`config.mk`:
```
export PLATFORM = sky130hd
export DESIGN_NAME = dense_controller
export DESIGN_NICKNAME = d
export VERILOG_FILES = /design/src/rtl/dense_controller.sv
export SDC_FILE = /design/constraint.sdc
export NUM_CORES = 1
export LEC_CHECK = 0
export BUFFER_PORTS_ARGS = -buffer_cell sky130_fd_sc_hd__buf_4
export CORE_ASPECT_RATIO = 1.4
export CORE_MARGIN = 3
export CORE_UTILIZATION = 40
export DETAILED_ROUTE_END_ITERATION = 8
export SYNTH_ARGS = -nofsm -noshare
export SYNTH_HDL_FRONTEND = slang
export SYNTH_SLANG_ARGS = --single-unit
```
`constraint.sdc`:
```
create_clock -name clk -period 4.8 [get_ports clk]
set_input_delay 0.48 -clock clk [delete_from_list [all_inputs] [get_ports clk]]
set_output_delay 0.48 -clock clk [all_outputs]
set_load 0.01 [all_outputs]
```
`src/rtl/dense_controller.sv`:
```
`default_nettype none
// ---------------------------------------------------------------------------
// dense_controller : sequencing FSM for the dense-layer MAC/bias datapath
// Revision 1.0
// ---------------------------------------------------------------------------
module dense_controller #(
  parameter int IN_COUNT  = 784,
  parameter int OUT_COUNT = 10
) (
  input  logic clk,
  input  logic rst,
  input  logic start,
  input  logic outReady,
  input  logic mulDone,
  input  logic calcDone,
  input  logic putData,
  output logic clear,
  output logic clearReg,
  output logic inCntEn,
  output logic load,
  output logic WorB,
  output logic outCntEn,
  output logic outValid,
  output logic busy,
  output logic done,
  output logic seqErr
);

  localparam int IW = (IN_COUNT > 1) ? $clog2(IN_COUNT) : 1;
  localparam int OW = (OUT_COUNT > 1) ? $clog2(OUT_COUNT) : 1;
  localparam logic [IW-1:0] IN_LAST  = IW'(IN_COUNT - 1);
  localparam logic [OW-1:0] OUT_LAST = OW'(OUT_COUNT - 1);

  localparam logic [2:0] S_IDLE = 3'd0;
  localparam logic [2:0] S_INIT = 3'd1;
  localparam logic [2:0] S_CLR  = 3'd2;
  localparam logic [2:0] S_MAC  = 3'd3;
  localparam logic [2:0] S_BIAS = 3'd4;
  localparam logic [2:0] S_DONE = 3'd5;

  logic [2:0]    r_state;
  logic [2:0]    w_next_state;
  logic [IW-1:0] r_in_cnt;
  logic [OW-1:0] r_out_cnt;
  logic          r_seq_err;
  logic          w_in_last;
  logic          w_out_last;
  logic          w_mac_exit;
  logic          w_handshake;
  logic          w_unused;

  // putData duplicates calcDone on the datapath side
  assign w_unused    = putData;
  assign w_in_last   = (r_in_cnt == IN_LAST);
  assign w_out_last  = (r_out_cnt == OUT_LAST);
  assign w_mac_exit  = mulDone || w_in_last;
  assign w_handshake = (r_state == S_BIAS) && outReady;

  always_ff @(posedge clk or negedge rst) begin
    if (!rst) begin
      r_state <= S_IDLE;
    end else begin
      r_state <= w_next_state;
    end
  end

  always_comb begin
    w_next_state = r_state;
    case (r_state)
      S_IDLE: if (start) w_next_state = S_INIT;
      S_INIT: w_next_state = S_MAC;
      S_CLR:  w_next_state = S_MAC;
      S_MAC:  if (w_mac_exit) w_next_state = S_BIAS;
      S_BIAS: begin
        if (outReady) begin
          w_next_state = (calcDone || w_out_last) ? S_DONE : S_CLR;
        end
      end
      S_DONE: w_next_state = start ? S_INIT : S_IDLE;
      default: w_next_state = S_IDLE;
    endcase
  end

  // Shadow counters mirror the datapath so a missing flag cannot stall the layer
  always_ff @(posedge clk or negedge rst) begin
    if (!rst) begin
      r_in_cnt  <= '0;
      r_out_cnt <= '0;
      r_seq_err <= 1'b0;
    end else begin
      if (r_state == S_INIT) begin
        r_in_cnt  <= '0;
        r_out_cnt <= '0;
      end
      if (r_state == S_MAC) begin
        r_in_cnt <= w_mac_exit ? '0 : r_in_cnt + IW'(1);
        if (mulDone != w_in_last) r_seq_err <= 1'b1;
      end
      if (w_handshake) begin
        r_out_cnt <= w_out_last ? '0 : r_out_cnt + OW'(1);
        if (calcDone != w_out_last) r_seq_err <= 1'b1;
      end
    end
  end

  always_comb begin
    clear    = 1'b0;
    clearReg = 1'b0;
    inCntEn  = 1'b0;
    load     = 1'b0;
    WorB     = 1'b0;
    outValid = 1'b0;
    done     = 1'b0;
    busy     = (r_state != S_IDLE) && (r_state != S_DONE);
    outCntEn = w_handshake;
    seqErr   = r_seq_err;
    case (r_state)
      S_INIT: begin
        clear    = 1'b1;
        clearReg = 1'b1;
      end
      S_CLR:  clearReg = 1'b1;
      S_MAC: begin
        load    = 1'b1;
        inCntEn = 1'b1;
      end
      S_BIAS: begin
        WorB     = 1'b1;
        outValid = 1'b1;
      end
      S_DONE: done = 1'b1;
      default: ;
    endcase
  end

endmodule
`default_nettype wire

```
==> summary.md <==
| Metric | Value |
|---|---|
| CTS max path bufs | `2` |
| Drt wl/cell | `13.0 microns` |
| Fin crit share | `46.4%` |
| Buffers on Ports | `15` |
| Final Hold Fails | `0` |
| Sequential fraction of the synthesis area | `41.5%` |
| LEAKAGE | `0.562 nW` |
| CP arrival | `2.43 ns` |
| Initial Util | `43.5%` |
| Wire length of the first global-routing pass | `3970 microns` |
| Rel. slew slack | `69.3%` |
| I/O pin count | `17` |
| Core Util, Final | `48.7%` |
| Flops & latches, synth | `18` |
| Maximum operating frequency | `0.449 GHz` |
| Core footprint | `2500 sq um` |
| DR iter-0 viols | `15` |
| CTS Buf Count | `3` |
| Clk_lat worst skew | `0.29 ns` |
| Slew Viols, Final | `0` |
| Most frequent cells in the layout | `nand2_1, dfrtp_1, o21ai_1, buf_4` |
| Via count | `881` |
| Drt pass-1 iters | `6` |
| Total power | `0.553 mW` |
| Sink Count | `18` |
| Layout Skew | `0.00183 ns` |
| Die area | `3380 sq um` |
| Layout cells sized above 1 | `18.2%` |
| Cell breakdown of the critical path | `ha_1, and3_1, nand4_1, ha_1, nand4b_1, a31oi_1, o21ai_1, o31ai_1` |
| Maximum fanout along the worst path | `12` |
| Yosys warns | `0` |
| Nature of the critical path endpoint | `flop` |
| WL final | `2160 microns` |
| Cts repair resizes | `0` |
| CTS tree | `built` |
| Critical path type | `reg -> reg` |
| Setup TNS | `0 ns` |
| Syn Nets | `135` |
| Area Overhead vs Synth | `12.1%` |
| Final setup violation count | `0` |
| Nets | `145` |
| CTS H-tree depth | `1` |
| Total gr overflow | `0` |
| Worst slew pin tran | `0.458 ns` |
| Postcts setup bufs | `0` |
| Row cnt | `21` |
| Critical Path Source Type | `flop` |
| Post-synth ARST share | `100%` |
| EDFF count, synth | `0` |
| Tot GR Track Use | `15.2%` |
| ANT cells | `0` |
| Post-Synthesis Cells | `123` |
| DR vias/cell | `5.31` |
| Cell mode on critical path | `ha_1` |
| Worst min-delay path class | `in -> async` |
| Initial antenna violation count | `0` |
| Die Height | `67.6 microns` |
| Most used DFF post-synth | `dfrtp_1` |
| Status | `complete, no violations` |
| Hold_buf cts | `0` |
| MaxCap Viol Count | `0` |
| CP max stage cell | `dfrtp_1` |
| Mapped cell area | `1080 sq um` |
| Pwr dens | `455 nW/um^2` |
| Worst-case hold slack | `0.0401 ns` |
| VDD IR max | `0.241 mV` |
| Largest net degree at the start of global routing | `19` |
| Die W | `50.0 microns` |
| Tmin final | `2.23 ns` |
| Antenna-violating nets left | `0` |
| Critical path's largest stage delay | `0.42 ns` |
| RSZ-0062 raised after global routing | `false` |
| Post-synth cell types | `36` |
| Root Buffer | `clkbuf_4` |
| Detailed Place HPWL | `1590 microns` |
| Vias in the first global route | `852` |
| CP required | `5.00 ns` |
| Reg clk slew, reported paths | `0.10 ns` |
| DRC | `0` |
| GPL Wtd Cong | `0.817` |
| Syn Area/Cell | `8.82 sq um` |
[where the power goes]
| group | internal, mW | switching, mW | total [mW] | leakage [nW] |
|---|---|---|---|---|
| Combinational | 0.108 | 0.127 | 0.235 | 0.301 |
| Sequential | 0.173 | 0.0512 | 0.225 | 0.240 |
| Clock | 0.0462 | 0.0471 | 0.0932 | 0.0210 |
[layer usage]
layer,wire [microns],GRT usage [%],share of wire (%)
met1,1040,20.0,48
met5,0,0,0
met3,42,2.65,1.9
met2,1060,23.7,49
met4,21,8.30,0.97
[path summary, 6_finish.rpt]
kind / startpoint / endpoint / slack, ns / cells after the start
min: rst / r_in_cnt[1]$_DFFE_PN0P_ / 0.04 / 1
min in group clk: outReady / r_state[2]$_DFFE_PN0P_ / 0.46 / 4
min reg2reg: r_in_cnt[2]$_DFFE_PN0P_ / r_in_cnt[2]$_DFFE_PN0P_ / 0.50 / 1
max in group asynchronous: rst / r_out_cnt[1]$_DFFE_PN0P_ / 4.56 / 1
max reg2reg: r_in_cnt[0]$_DFFE_PN0P_ / r_in_cnt[8]$_DFFE_PN0P_ / 2.57 / 8
max: r_in_cnt[0]$_DFFE_PN0P_ / r_in_cnt[8]$_DFFE_PN0P_ / 2.57 / 8
[worst max-delay path: cells and delay by family, from the launching register on]
family | cells | cell delay, ns
DFF | 1 | 0.42
AOI/OAI and AO/OA | 3 | 0.45
and+or+nand+nor | 3 | 0.80
adders and majority gates | 2 | 0.46
[state kept, by name, indices dropped and copies added (netlist names)]
register	flops
seqErr	1
r_state	3
r_out_cnt	4
r_in_cnt	10
[logic make-up after synthesis]
kind of cell,share of synthesized area [%]
adder cells (fa/ha/maj),5.77
XOR/XNOR,1.62
AO/OA/AOI/OAI,18.3
AND/OR/NAND/NOR,25.8
flip-flops,41.5
buffers and inverters,6.92
[synthesized netlist by cell type, types with 2 or more instances]
| library cell | instances | area [sq um] |
|---|---|---|
| buf_4 | 3 | 22.5 |
| nor2_1 | 4 | 15.0 |
| dfrtp_1 | 18 | 450 |
| nand2_1 | 18 | 67.6 |
| nand3_1 | 6 | 30.0 |
| o21ai_0 | 6 | 30.0 |
| inv_1 | 3 | 11.3 |
| clkbuf_1 | 3 | 11.3 |
| nor4_1 | 2 | 12.5 |
| a31oi_1 | 4 | 25.0 |
| a22o_1 | 2 | 17.5 |
| a21oi_1 | 2 | 10.0 |
| nand4_1 | 2 | 12.5 |
| and3_1 | 5 | 31.3 |
| buf_2 | 3 | 15.0 |
| ha_1 | 5 | 62.6 |
| nor3b_2 | 2 | 25.0 |
| nor2b_1 | 2 | 12.5 |
| o21ai_1 | 15 | 75.1 |
| o31ai_1 | 2 | 15.0 |
[metrics by stage]
step,area [sq um],std cells,setup WS [ns]
global route,1220,166,2.27
detailed placement,1180,162,2.57
floorplan,1080,123,2.82
CTS,1220,166,2.56
finish,1220,166,2.57
global placement,1180,162,2.55
[area by class of cell]
type | count | area [sq um]
fillers | 242 | 1280
multi-input cells | 91 | 559
flip-flops and latches | 18 | 450
repair buffers | 15 | 113
well taps | 34 | 42.5
clock buffers | 4 | 36.3
inverters | 4 | 15.0
Note: power is estimated with default switching activity, not from simulation.
